`src/rtl/sort_result_serializer_if.sv`:
```
`default_nettype none
// ============================================================================
// Module   : sort_result_serializer_if
// Purpose  : Vector capture and element stream signals of the serializer.
// Revision : 1.0
// ============================================================================
interface sort_result_serializer_if #(
  parameter int NUM_VALS = 5,
  parameter int SIZE     = 16,
  parameter int DEPTH    = 4
);
  logic                         vec_valid;
  logic [NUM_VALS*SIZE-1:0]     vec_data;
  logic                         m_valid;
  logic                         m_ready;
  logic [SIZE-1:0]              m_data;
  logic [$clog2(NUM_VALS)-1:0]  m_index;
  logic                         m_last;
  logic [$clog2(DEPTH+1)-1:0]   space_avail;
  logic                         err_overflow;
  logic                         clear_err;

  // The serializer itself
  modport slave (
    input  vec_valid, vec_data, m_ready, clear_err,
    output m_valid, m_data, m_index, m_last, space_avail, err_overflow
  );

  // Sorter / downstream side
  modport master (
    output vec_valid, vec_data, m_ready, clear_err,
    input  m_valid, m_data, m_index, m_last, space_avail, err_overflow
  );
endinterface
`default_nettype wire

```
`src/rtl/sort_result_serializer.sv`:
```
`default_nettype none
// ============================================================================
// Module   : sort_result_serializer
// Purpose  : Buffers sorted vectors in a vector FIFO and streams them out one
//            element per valid/ready beat with index and last tag.
// Revision : 1.0
// ============================================================================
module sort_result_serializer #(
  parameter int NUM_VALS  = 5,
  parameter int SIZE      = 16,
  parameter int DEPTH     = 4,
  parameter int LSB_FIRST = 1
) (
  input  logic                    clk,
  input  logic                    rst_n,
  sort_result_serializer_if.slave bus
);
  localparam int c_IDX_W = $clog2(NUM_VALS);
  localparam int c_PTR_W = $clog2(DEPTH);
  localparam int c_CNT_W = $clog2(DEPTH + 1);
  localparam int c_VEC_W = NUM_VALS * SIZE;
  localparam logic [c_IDX_W-1:0] c_LAST_IDX  = c_IDX_W'(NUM_VALS - 1);
  localparam logic [c_CNT_W-1:0] c_DEPTH_CNT = c_CNT_W'(DEPTH);

  logic [c_VEC_W-1:0] r_mem [DEPTH];
  logic [c_PTR_W-1:0] r_wr_ptr;
  logic [c_PTR_W-1:0] r_rd_ptr;
  logic [c_CNT_W-1:0] r_count;
  logic [c_IDX_W-1:0] r_elem_idx;
  logic               r_err;

  logic               w_valid;
  logic               w_xfer;
  logic               w_pop;
  logic               w_wr;
  logic               w_drop;
  logic [c_IDX_W-1:0] w_pos;
  logic [c_VEC_W-1:0] w_head;
  logic [SIZE-1:0]    w_elem;

  assign w_valid = (r_count != '0);
  assign w_xfer  = w_valid && bus.m_ready;
  assign w_pop   = w_xfer && (r_elem_idx == c_LAST_IDX);
  // A full FIFO still accepts when its head retires on the same edge
  assign w_wr    = bus.vec_valid && ((r_count != c_DEPTH_CNT) || w_pop);
  assign w_drop  = bus.vec_valid && !w_wr;
  assign w_head  = r_mem[r_rd_ptr];

  always_comb begin
    w_pos = r_elem_idx;
    if (LSB_FIRST == 0) begin
      w_pos = c_LAST_IDX - r_elem_idx;
    end
  end

  always_comb begin
    w_elem = '0;
    for (int i = 0; i < NUM_VALS; i++) begin
      if (w_pos == c_IDX_W'(i)) begin
        w_elem = w_head[i*SIZE +: SIZE];
      end
    end
  end

  assign bus.m_valid      = w_valid;
  assign bus.m_data       = w_valid ? w_elem : '0;
  assign bus.m_index      = w_valid ? w_pos : '0;
  assign bus.m_last       = w_valid && (r_elem_idx == c_LAST_IDX);
  assign bus.space_avail  = c_DEPTH_CNT - r_count;
  assign bus.err_overflow = r_err;

  always_ff @(posedge clk or negedge rst_n) begin
    if (!rst_n) begin
      r_wr_ptr   <= '0;
      r_rd_ptr   <= '0;
      r_count    <= '0;
      r_elem_idx <= '0;
      r_err      <= 1'b0;
    end else begin
      if (w_wr) begin
        r_wr_ptr <= r_wr_ptr + c_PTR_W'(1);
      end
      if (w_pop) begin
        r_rd_ptr <= r_rd_ptr + c_PTR_W'(1);
      end
      if (w_wr && !w_pop) begin
        r_count <= r_count + c_CNT_W'(1);
      end else if (!w_wr && w_pop) begin
        r_count <= r_count - c_CNT_W'(1);
      end
      if (w_xfer) begin
        r_elem_idx <= w_pop ? '0 : r_elem_idx + c_IDX_W'(1);
      end
      // A drop outranks a same-cycle clear
      if (w_drop) begin
        r_err <= 1'b1;
      end else if (bus.clear_err) begin
        r_err <= 1'b0;
      end
    end
  end

  always_ff @(posedge clk) begin
    if (w_wr) begin
      r_mem[r_wr_ptr] <= bus.vec_data;
    end
  end
endmodule
`default_nettype wire

```
`src/flat_wrapper.sv`:
```
// flat-port wrapper written by rule: the top's interface ports become plain ports
module sort_result_serializer_flat 
#(
  parameter int NUM_VALS  = 5,
  parameter int SIZE      = 16,
  parameter int DEPTH     = 4,
  parameter int LSB_FIRST = 1
)
  (clk, rst_n, bus_vec_valid, bus_vec_data, bus_m_ready, bus_clear_err, bus_m_valid, bus_m_data, bus_m_index, bus_m_last, bus_space_avail, bus_err_overflow);
  sort_result_serializer_if #(.NUM_VALS(NUM_VALS), .SIZE(SIZE), .DEPTH(DEPTH)) bus_i ();
  input  logic clk;
  input  logic rst_n;
  input wire logic [$bits(bus_i.vec_valid)-1:0] bus_vec_valid;
  input wire logic [$bits(bus_i.vec_data)-1:0] bus_vec_data;
  input wire logic [$bits(bus_i.m_ready)-1:0] bus_m_ready;
  input wire logic [$bits(bus_i.clear_err)-1:0] bus_clear_err;
  output wire logic [$bits(bus_i.m_valid)-1:0] bus_m_valid;
  output wire logic [$bits(bus_i.m_data)-1:0] bus_m_data;
  output wire logic [$bits(bus_i.m_index)-1:0] bus_m_index;
  output wire logic [$bits(bus_i.m_last)-1:0] bus_m_last;
  output wire logic [$bits(bus_i.space_avail)-1:0] bus_space_avail;
  output wire logic [$bits(bus_i.err_overflow)-1:0] bus_err_overflow;
  assign bus_i.vec_valid = bus_vec_valid;
  assign bus_i.vec_data = bus_vec_data;
  assign bus_i.m_ready = bus_m_ready;
  assign bus_i.clear_err = bus_clear_err;
  assign bus_m_valid = bus_i.m_valid;
  assign bus_m_data = bus_i.m_data;
  assign bus_m_index = bus_i.m_index;
  assign bus_m_last = bus_i.m_last;
  assign bus_space_avail = bus_i.space_avail;
  assign bus_err_overflow = bus_i.err_overflow;
  sort_result_serializer #(.NUM_VALS(NUM_VALS), .SIZE(SIZE), .DEPTH(DEPTH), .LSB_FIRST(LSB_FIRST)) u_core (.clk(clk), .rst_n(rst_n), .bus(bus_i));
endmodule
```
`config.mk`:
```
export PLATFORM = sky130hd
export DESIGN_NAME = sort_result_serializer_flat
export DESIGN_NICKNAME = d
export VERILOG_FILES = /design/src/rtl/sort_result_serializer_if.sv /design/src/rtl/sort_result_serializer.sv /design/src/flat_wrapper.sv
export SDC_FILE = /design/constraint.sdc
export NUM_CORES = 1
export LEC_CHECK = 0
export BUFFER_PORTS_ARGS = -buffer_cell sky130_fd_sc_hd__buf_2
export CAP_MARGIN = 15
export CORE_MARGIN = 1
export CORE_UTILIZATION = 45
export CTS_CLUSTER_SIZE = 30
export DETAILED_ROUTE_END_ITERATION = 16
export PLACE_DENSITY = 0.65
export SYNTH_ARGS = -nofsm -noshare
export SYNTH_HDL_FRONTEND = slang
export SYNTH_SLANG_ARGS = --single-unit
```
`constraint.sdc`:
```
create_clock -name clk -period 4.2 [get_ports clk]
set_input_delay 0.42 -clock clk [delete_from_list [all_inputs] [get_ports clk]]
set_output_delay 0.42 -clock clk [all_outputs]
set_load 0.05 [all_outputs]
```
# Yosys cells after proc, flatten, opt, wreduce, memory -nomap -nowiden
# Memories as Yosys holds them, arrays and structs flattened.
# Cells that the tools add are included.
[classes]
n_addsub = 6
n_eq_ne = 5
mux = 14
n_reduce_logical = 14
[ops]
columns = ["op", "n"]
rows = [
  ["2-to-1 mux 16 bit", 6],
  ["2-to-1 mux 3 bit", 4],
  ["logical AND 1 bit", 7],
  ["adder 3 x 1 -> 3 bit (second input constant)", 2],
  ["== test 3 x 2 -> 1 bit (second input constant)", 2],
  ["adder 2 x 1 -> 2 bit (second input constant)", 2],
  ["2-to-1 mux 1 bit", 4],
  ["nonzero test 2 bit", 2],
  ["== test 3 x 1 -> 1 bit (second input constant)", 1],
  ["== test 3 bit (second input constant)", 1],
  ["zero test 3 bit", 1],
  ["!= test 3 bit (second input constant)", 1],
  ["nonzero test 3 bit", 1],
  ["subtractor 3 x 1 -> 3 bit (second input constant)", 1],
  ["subtractor 3 bit (first input constant)", 1],
  ["zero test 1 bit", 2],
  ["logical OR 1 bit", 1],
]
[word_totals]
reg_bits = 11
mem_bits_rw = 320
input_bits = 85
out_inout_bits = 25
word_cells = 45
mem_count = 1
[memory_table]
columns = ["name", "depth", "width", "read_ports", "rd_clocked_by_memory_dff", "write_ports", "line", "source"]
rows = [
  ["u_core.r_mem", 4, 80, 1, 0, 1, "sort_result_serializer.sv:25", "logic [c_VEC_W-1:0] r_mem [DEPTH];"],
]

# Depth between registers and ports, before layout
# Gate-level depths: netlist of run 1.
[depth]
ltp_word = 9
mapped_depth = 13
depth_no_buf = 12

# Worst setup path before layout of run 1
# Ideal clock, no wire load.
[synth_path]
path_type = "reg2reg"
startpoint = "reg u_core.r_count[0]"
endpoint = "mem u_core.r_mem[2][0] in the netlist's numbering (enable)"
setup_time_ns = 0.447
arrival_time_ns = 3.508
required_time_ns = 3.753
setup_slack_ns = 0.245
path_stages_with_launch = 9
n_path_buf = 1
period_less_slack_ns = 3.955
cell_sequence = "dfrtp_1 -> inv_1 -> ha_1 -> ha_1 -> nor2b_1 -> buf_1 -> nand2_1 -> a21boi_2 -> and2_1"
[synth_between]
elab_chain_cells = 7
word_cells_on_any_way = 8
cone_classes = "eq/ne (1); mux (2); reduce/logical (5)"
[synth_lines]
columns = ["element", "line", "source"]
rows = [
  ["start: declaration", "sort_result_serializer.sv:28", "logic [c_CNT_W-1:0] r_count;"],
  ["start signal: assignment", "sort_result_serializer.sv:87", "r_count <= r_count + c_CNT_W'(1);"],
  ["start signal: assignment", "sort_result_serializer.sv:89", "r_count <= r_count - c_CNT_W'(1);"],
  ["nonzero test 3 bit", "sort_result_serializer.sv:41", "assign w_valid = (r_count != '0);"],
  ["logical AND 1 bit", "sort_result_serializer.sv:42", "assign w_xfer = w_valid && bus.m_ready;"],
  ["logical AND 1 bit", "sort_result_serializer.sv:43", "assign w_pop = w_xfer && (r_elem_idx == c_LAST_IDX);"],
  ["logical OR 1 bit *", "sort_result_serializer.sv:45", "assign w_wr = bus.vec_valid && ((r_count != c_DEPTH_CNT) || w_pop);"],
  ["logical AND 1 bit *", "sort_result_serializer.sv:45", ""],
  ["net u_core.w_wr", "sort_result_serializer.sv:35", "logic w_wr;"],
  ["2-to-1 mux 1 bit *", "sort_result_serializer.sv:104", "if (w_wr) begin"],
  ["2-to-1 mux 1 bit (not written as such) *", "sort_result_serializer.sv:105", "r_mem[r_wr_ptr] <= bus.vec_data;"],
  ["end: declaration", "sort_result_serializer.sv:25", ""],
]
# Mark *: on every way through the listed nets, which the timed path passes. The rest lies on a longest branch.

# Worst setup path in the final report of run 1
[layout_path]
startpoint = "reg u_core.r_elem_idx[2]"
endpoint = "out bus_m_data[10]"
[layout_between]
elab_chain_cells = 7
word_cells_on_any_way = 11
cone_classes = "eq/ne (4); mux (6); reduce/logical (1)"
[layout_lines]
columns = ["element", "line", "source"]
rows = [
  ["start: declaration", "sort_result_serializer.sv:29", "logic [c_IDX_W-1:0] r_elem_idx;"],
  ["start signal: assignment", "sort_result_serializer.sv:92", "r_elem_idx <= w_pop ? '0 : r_elem_idx + c_IDX_W'(1);"],
  ["zero test 3 bit", "sort_result_serializer.sv:59", "if (w_pos == c_IDX_W'(i)) begin"],
  ["2-to-1 mux 16 bit (4 in a row)", "sort_result_serializer.sv:59", ""],
  ["2-to-1 mux 16 bit *", "sort_result_serializer.sv:59", ""],
  ["2-to-1 mux 16 bit *", "sort_result_serializer.sv:66", "assign bus.m_data = w_valid ? w_elem : '0;"],
  ["end: declaration", "flat_wrapper.sv:18", "output wire logic [$bits(bus_i.m_data)-1:0] bus_m_data;"],
]
# Every way passes the cells marked *; elsewhere a longest branch is shown, timed or not.

==> results of run 1 <==
## sequential cells by signal (all words and copies together), names as in the netlist
signal and cells:
u_core.r_rd_ptr 2, u_core.r_wr_ptr 2, u_core.r_mem 320, u_core.bus.err_overflow 1, u_core.r_elem_idx 3, u_core.r_count 3
## cell type report
class,count,area [sq um]
well taps,378,473
multi-input cells,287,2900
flip-flops and latches,331,9890
fillers,2178,13000
clock inverters,17,111
repair buffers,132,783
clock buffers,45,956
inverters,12,45.0
## placed cells by master (no fill, tap or decap), types with 13 or more instances in the layout
| cell | n |
|---|---|
| nor2_1 | 14 |
| mux2i_1 | 32 |
| a22oi_1 | 16 |
| clkbuf_16 | 37 |
| ha_1 | 13 |
| buf_4 | 17 |
| mux2_2 | 13 |
| mux4_2 | 52 |
| mux2_1 | 13 |
| buf_2 | 109 |
| edfxtp_1 | 320 |
| nand2_1 | 56 |
## per-layer routing
metal	wire length (um)	vias up
met5	14	-
met4	544	2
met3	1710	44
met2	13100	239
met1	11500	3368
li1	-	2935
## worst max path at each step
stage / start / endpoint / slack, ns
floorplan: u_core.r_count[0]$_DFFE_PN0P_ / u_core.r_mem[2][0]$_DFFE_PP_ / 0.24
global placement: u_core.r_count[0]$_DFFE_PN0P_ / u_core.r_mem[1][74]$_DFFE_PP_ / 0.97
detailed placement: u_core.r_count[0]$_DFFE_PN0P_ / u_core.r_mem[1][76]$_DFFE_PP_ / 0.79
CTS: u_core.r_elem_idx[2]$_DFFE_PN0P_ / bus_m_data[10] / 0.66
global route: u_core.r_elem_idx[2]$_DFFE_PN0P_ / bus_m_data[10] / 0.45
finish: u_core.r_elem_idx[2]$_DFFE_PN0P_ / bus_m_data[10] / 0.61
## critical path, delay by kind of cell (launching register included)
| kind | cells | cell delay [ns] |
|---|---|---|
| fa+ha+maj | 1 | 0.79 |
| simple gates | 2 | 0.74 |
| flops | 1 | 0.48 |
| buf+inv | 2 | 0.35 |
| compound gates | 2 | 0.30 |
## through the flow
stage	power [uW]	cells
2_1_floorplan	7600	663
3_3_place_gp	8700	1139
5_1_grt	12000	1202
6_report	11500	1202
3_5_place_dp	8780	1139
4_1_cts	11600	1202
## cells by family (layout without fill, tap and decap cells)
logic type / count (synthesis) / count (layout)
multiplexers: 110 / 110
flip-flops: 331 / 331
adder cells (fa/ha/maj): 14 / 14
buffers and inverters: 45 / 206
AO/OA/AOI/OAI: 57 / 57
XOR/XNOR: 6 / 6
AND/OR/NAND/NOR: 100 / 100
## where the power goes
part / switching, uW / internal, uW / leakage (uW) / total [uW]
Sequential: 205 / 4380 / 0.00306 / 4580
Combinational: 2660 / 1420 / 0.00166 / 4080
Clock: 1180 / 1670 / 0.000515 / 2850
==> impl_metrics.tcl, run 1 <==
set metrics [dict create \
    grt_use_met2 0.305 \
    cap_violations 0 \
    yosys.area_share.adder 0.0140 \
    worst_slack_ns 0.606 \
    die_height_um 172 \
    areaGrowthSynthToFinish_pct 16.4 \
    routed_wl_um 26900 \
    tightestPinTransition_ns 0.941 \
    r2r_slack_ns 0.79 \
    cp-start-kind "flip-flop" \
    via_count 6588 \
    synth_mux_area_frac 0.137 \
    ys_seq_area_frac 0.759 \
    yosysMostFrequentCell "edfxtp_1" \
    avgSynthCellArea_sq_um 19.6 \
    arrival_ns 3.17 \
    cts_root_buf "clkbuf_16" \
    yosys.area_share.xor_xnor 0.00403 \
    detailed_place_hpwl_um 17700 \
    grt.overflow.total 0 \
    io_buffers 109 \
    grt_pass1_vias 6726 \
    worstSetupPathType "reg2out" \
    skew_ns 0.0181 \
    grt_use_met1 0.258 \
    r2r_start "u_core.r_count[0]$_DFFE_PN0P_" \
    ctsResizeCount 0 \
    crit_slowest_cell "ha_1" \
    yosysTopAreaCellShare 0.738 \
    critPathRequiredTime_ns 3.78 \
    grt_max_degree 53 \
    grt_usage 0.187 \
    final_area_sq_um 15200 \
    max-slew-margin-rel 0.373 \
    fp.dieW_um 172 \
    num_rows 61 \
    rsz0062_at_grt "no" \
    holdPathStages 2 \
    p_leak_uw 0.00524 \
    post_dp_cell_area_sq_um 14100 \
    yosysTopAreaCell "edfxtp_1" \
    yosys_most_used_dff "edfxtp_1" \
    cpPeakStageDelay_ns 0.79 \
    post-cts-setup-buffer-count 0 \
    async_reset_ff_frac 0.0332 \
    yosys_warnings 0 \
    drc 0 \
    grt_use_met3 0.0359 \
    postSynthCellCount 663 \
    hold_class "in2reg" \
    finalCritPeriodShare 0.856 \
    reg2reg_depth 8 \
    cts_tree "yes" \
    synth_cell_type_count 36 \
    synth_commonest_cells "edfxtp_1, nand2_1, mux4_2" \
    crit_chain "inv_1 -> ha_1 -> and2_1 -> a22oi_1 -> nand2_1 -> o21ai_1 -> buf_2" \
    vias_per_cell 5.48 \
    coreArea_sq_um 28200 \
    antenna_found_initial 1 \
    grt_first_pass_wirelength_um 40100 \
    numClockSinks 331 \
    netlist_area_sq_um 13000 \
    nNetsFinal 899 \
    min_from "bus_clear_err" \
    setup_viol 0 \
    synth-compound-area-share 0.0305 \
    post-route-min-period_ns 3.59 \
    clock_latency_ns 0.51 \
    ys_ff_latch 331 \
    cts_buffers 36 \
    min_to "u_core.bus.err_overflow$_DFFE_PN0P_" \
    fp.dieArea_sq_um 29600 \
    clkTransAtPathRegs_ns 0.06 \
    worst-path-max-fanout 20 \
    start_util 0.463 \
    drt_iter0_drc 585 \
    synth_edf_count 320 \
    firstDrtPassIters 7 \
    ctsLongestPathBuffers 3 \
    cellPowerDensity_nw_per_um2 760 \
    tns_ns 0 \
    status "finished clean" \
    synthSimpleGateAreaFrac 0.0363 \
    hold_buffers 1 \
    r2r_end "u_core.r_mem[1][73]$_DFFE_PP_" \
    io_pins 110 \
    antenna_cells 0 \
    avgRoutedWirePerCell_um 22.4 \
    syn_nets 762 \
    whs_ns 0.0931 \
    final_antenna_net_count 0 \
    busiest_layer "met2" \
    pre_cts_ws_ns 0.787 \
    finalHoldViolCount 0 \
    fmax_mhz 278 \
    gp_congestion 0.789 \
    drive_above_1_share 0.303 \
    drv_slew 0 \
    cts_max_level 2 \
    synth_area_leaders "edfxtp_1, mux4_2, mux2i_1" \
    synth_top_family_by_area "multiplexers" \
    finalCoreUtilization 0.538 \
    end_kind "output port" \
    peakVddDrop_uv 342 \
]
Note: power is estimated with default switching activity, not from simulation.
==> run 2, diff against run 1 <==
--- a/config.mk
+++ b/config.mk
@@ -8,10 +8,10 @@
 export BUFFER_PORTS_ARGS = -buffer_cell sky130_fd_sc_hd__buf_2
 export CAP_MARGIN = 15
 export CORE_MARGIN = 1
-export CORE_UTILIZATION = 45
+export CORE_UTILIZATION = 54
 export CTS_CLUSTER_SIZE = 30
 export DETAILED_ROUTE_END_ITERATION = 16
-export PLACE_DENSITY = 0.65
+export PLACE_DENSITY = 0.76
 export SYNTH_ARGS = -nofsm -noshare
 export SYNTH_HDL_FRONTEND = slang
 export SYNTH_SLANG_ARGS = --single-unit
==> run 2 against run 1 <==
Effect of this change:
- via count is 0.93% higher
- core utilization rose by 10 points
- largest cell class unchanged
- fmax increased by 0.14%
- final cell count decreased by 5.2%
- register-to-register slack better by 0.05 ns
- first-iteration DRC count is 10% higher
- sequential power grew 0.9%
- worst setup slack gained 0.0051 ns
- wire length is 2.0% lower
- hold slack improved by 0.022 ns
- non-clock buffer count down 4
==> impl_metrics.tcl, run 2 (same netlist as run 1, synthesis figures left out) <==
set metrics [dict create \
    status "finished clean" \
    crit_chain "inv_1 -> ha_1 -> buf_4 -> nor2b_1 -> a22oi_1 -> nand2_1 -> o21ai_1 -> buf_2" \
    p_leak_uw 0.00523 \
    ctsLongestPathBuffers 3 \
    cts_buffers 34 \
    fmax_mhz 279 \
    cts_root_buf "clkbuf_16" \
    fp.dieW_um 157 \
    holdPathStages 2 \
    hold_class "in2reg" \
    grt_first_pass_wirelength_um 39300 \
    antenna_found_initial 3 \
    skew_ns 0.0234 \
    firstDrtPassIters 5 \
    final_antenna_net_count 0 \
    via_count 6649 \
    io_pins 110 \
    nNetsFinal 893 \
    cap_violations 0 \
    routed_wl_um 26300 \
    final_common_cell "edfxtp_1" \
    reg2reg_depth 8 \
    post-route-min-period_ns 3.59 \
    grt_usage 0.218 \
    post-cts-setup-buffer-count 0 \
    avgRoutedWirePerCell_um 23.1 \
    start_util 0.553 \
    max-slew-margin-rel 0.344 \
    ctsResizeCount 0 \
    reg_top3 "u_core.r_mem x320, u_core.r_count x3, u_core.r_elem_idx x3" \
    drv_slew 0 \
    critPathRequiredTime_ns 3.78 \
    die_height_um 157 \
    cts_max_level 2 \
    r2r_start "u_core.r_count[0]$_DFFE_PN0P_" \
    worstSetupPathType "reg2out" \
    final_cell_mix "edfxtp_1, buf_2, nand2_1, mux4_2, clkbuf_16" \
    drt_iter0_drc 645 \
    num_rows 56 \
    path_buf_inv 3 \
    fp.dieArea_sq_um 24700 \
    wl_met1_um 10800 \
    end_kind "output port" \
    numClockSinks 331 \
    top_layer "met5" \
    vias_per_cell 5.84 \
    grt_max_degree 57 \
    crit_slowest_cell "nor2b_1" \
    largest_register "u_core.r_mem" \
    cp_top_family "simple AND/OR/NAND/NOR gates" \
    setup_viol 0 \
    clkTransAtPathRegs_ns 0.06 \
    grt_pass1_vias 6764 \
    worstSetupStartpoint "u_core.r_elem_idx[2]$_DFFE_PN0P_" \
    cp-start-kind "flip-flop" \
    largest_reg_flops 320 \
    drc 0 \
    arrival_ns 3.17 \
    worst-path-max-fanout 20 \
    cellPowerDensity_nw_per_um2 766 \
    clock_latency_ns 0.52 \
    gp_congestion 0.813 \
    peakVddDrop_uv 513 \
    wl_met2_um 12800 \
    hold_buffers 1 \
    cpPeakStageDelay_ns 0.82 \
    cp.depth 8 \
    detailed_place_hpwl_um 16600 \
    tightestPinTransition_ns 0.982 \
    finalCoreUtilization 0.641 \
    grt.overflow.total 0 \
    finalHoldViolCount 0 \
    cts_tree "yes" \
    tns_ns 0 \
    min_from "bus_clear_err" \
    drive_above_1_share 0.302 \
    finalCritPeriodShare 0.855 \
    io_buffers 109 \
    rsz0062_at_grt "no" \
    areaGrowthSynthToFinish_pct 15.8 \
    wl_met3_um 1920 \
    coreArea_sq_um 23500 \
]
-- run 2: cell types whose count changed in the layout (fill, tap and decap cells not counted) --
cell,change
buf_4,-7
buf_12,+3
clkbuf_16,-3
bufinv_16,+2
clkinv_1,-2
clkinv_2,+2
diode_2,+2
clkbuf_1,-1
clkinv_8,+1
clkinvlp_4,-1
-- run 2: power breakdown --
group	internal, uW	total [uW]	leakage [uW]	switching [uW]
Sequential	4380	4620	0.00306	245
Clock	1680	2870	0.000516	1190
Combinational	1420	4070	0.00165	2640
-- run 2: final timing paths --
check,endpoint,slack (ns)
worst max-delay path,bus_m_data[7],0.61
worst min-delay path,u_core.bus.err_overflow$_DFFE_PN0P_,0.11
worst max register to register,u_core.r_mem[2][9]$_DFFE_PP_,0.84
worst min register to register,u_core.bus.err_overflow$_DFFE_PN0P_,0.53
max in group asynchronous,u_core.r_rd_ptr[0]$_DFFE_PN0N_,3.63
min in group asynchronous,u_core.r_wr_ptr[0]$_DFFE_PN0P_,0.33
-- run 2: area by class of cell --
cell class	instances	area, sq um
diodes	2	5.00
clock buffers	41	877
clock inverters	19	183
fillers	1583	8450
inverters	12	45.0
multi-input cells	287	2900
flip-flops and latches	331	9890
well taps	319	399
repair buffers	128	791
-- run 2: metal layers --
layer | up-vias | GRT usage
met1 | 3371 | 0.300
met2 | 291 | 0.343
met3 | 54 | 0.0460
met4 | 2 | 0.0911
met5 | - | 0
li1 | 2931 | -
-- run 2: metrics by stage --
stage	cells	cell area [sq um]	hold WS (ns)	total power (uW)	setup slack (ns)
final	1139	15100	0.115	11600	0.611
after detailed placement	1076	14000	0.309	8760	0.867
after global placement	1076	14000	0.306	8650	0.984
after CTS	1137	15100	0.104	11600	0.611
after floorplan	663	13000	0.124	7600	0.245
after global routing	1138	15100	0.112	12000	0.434
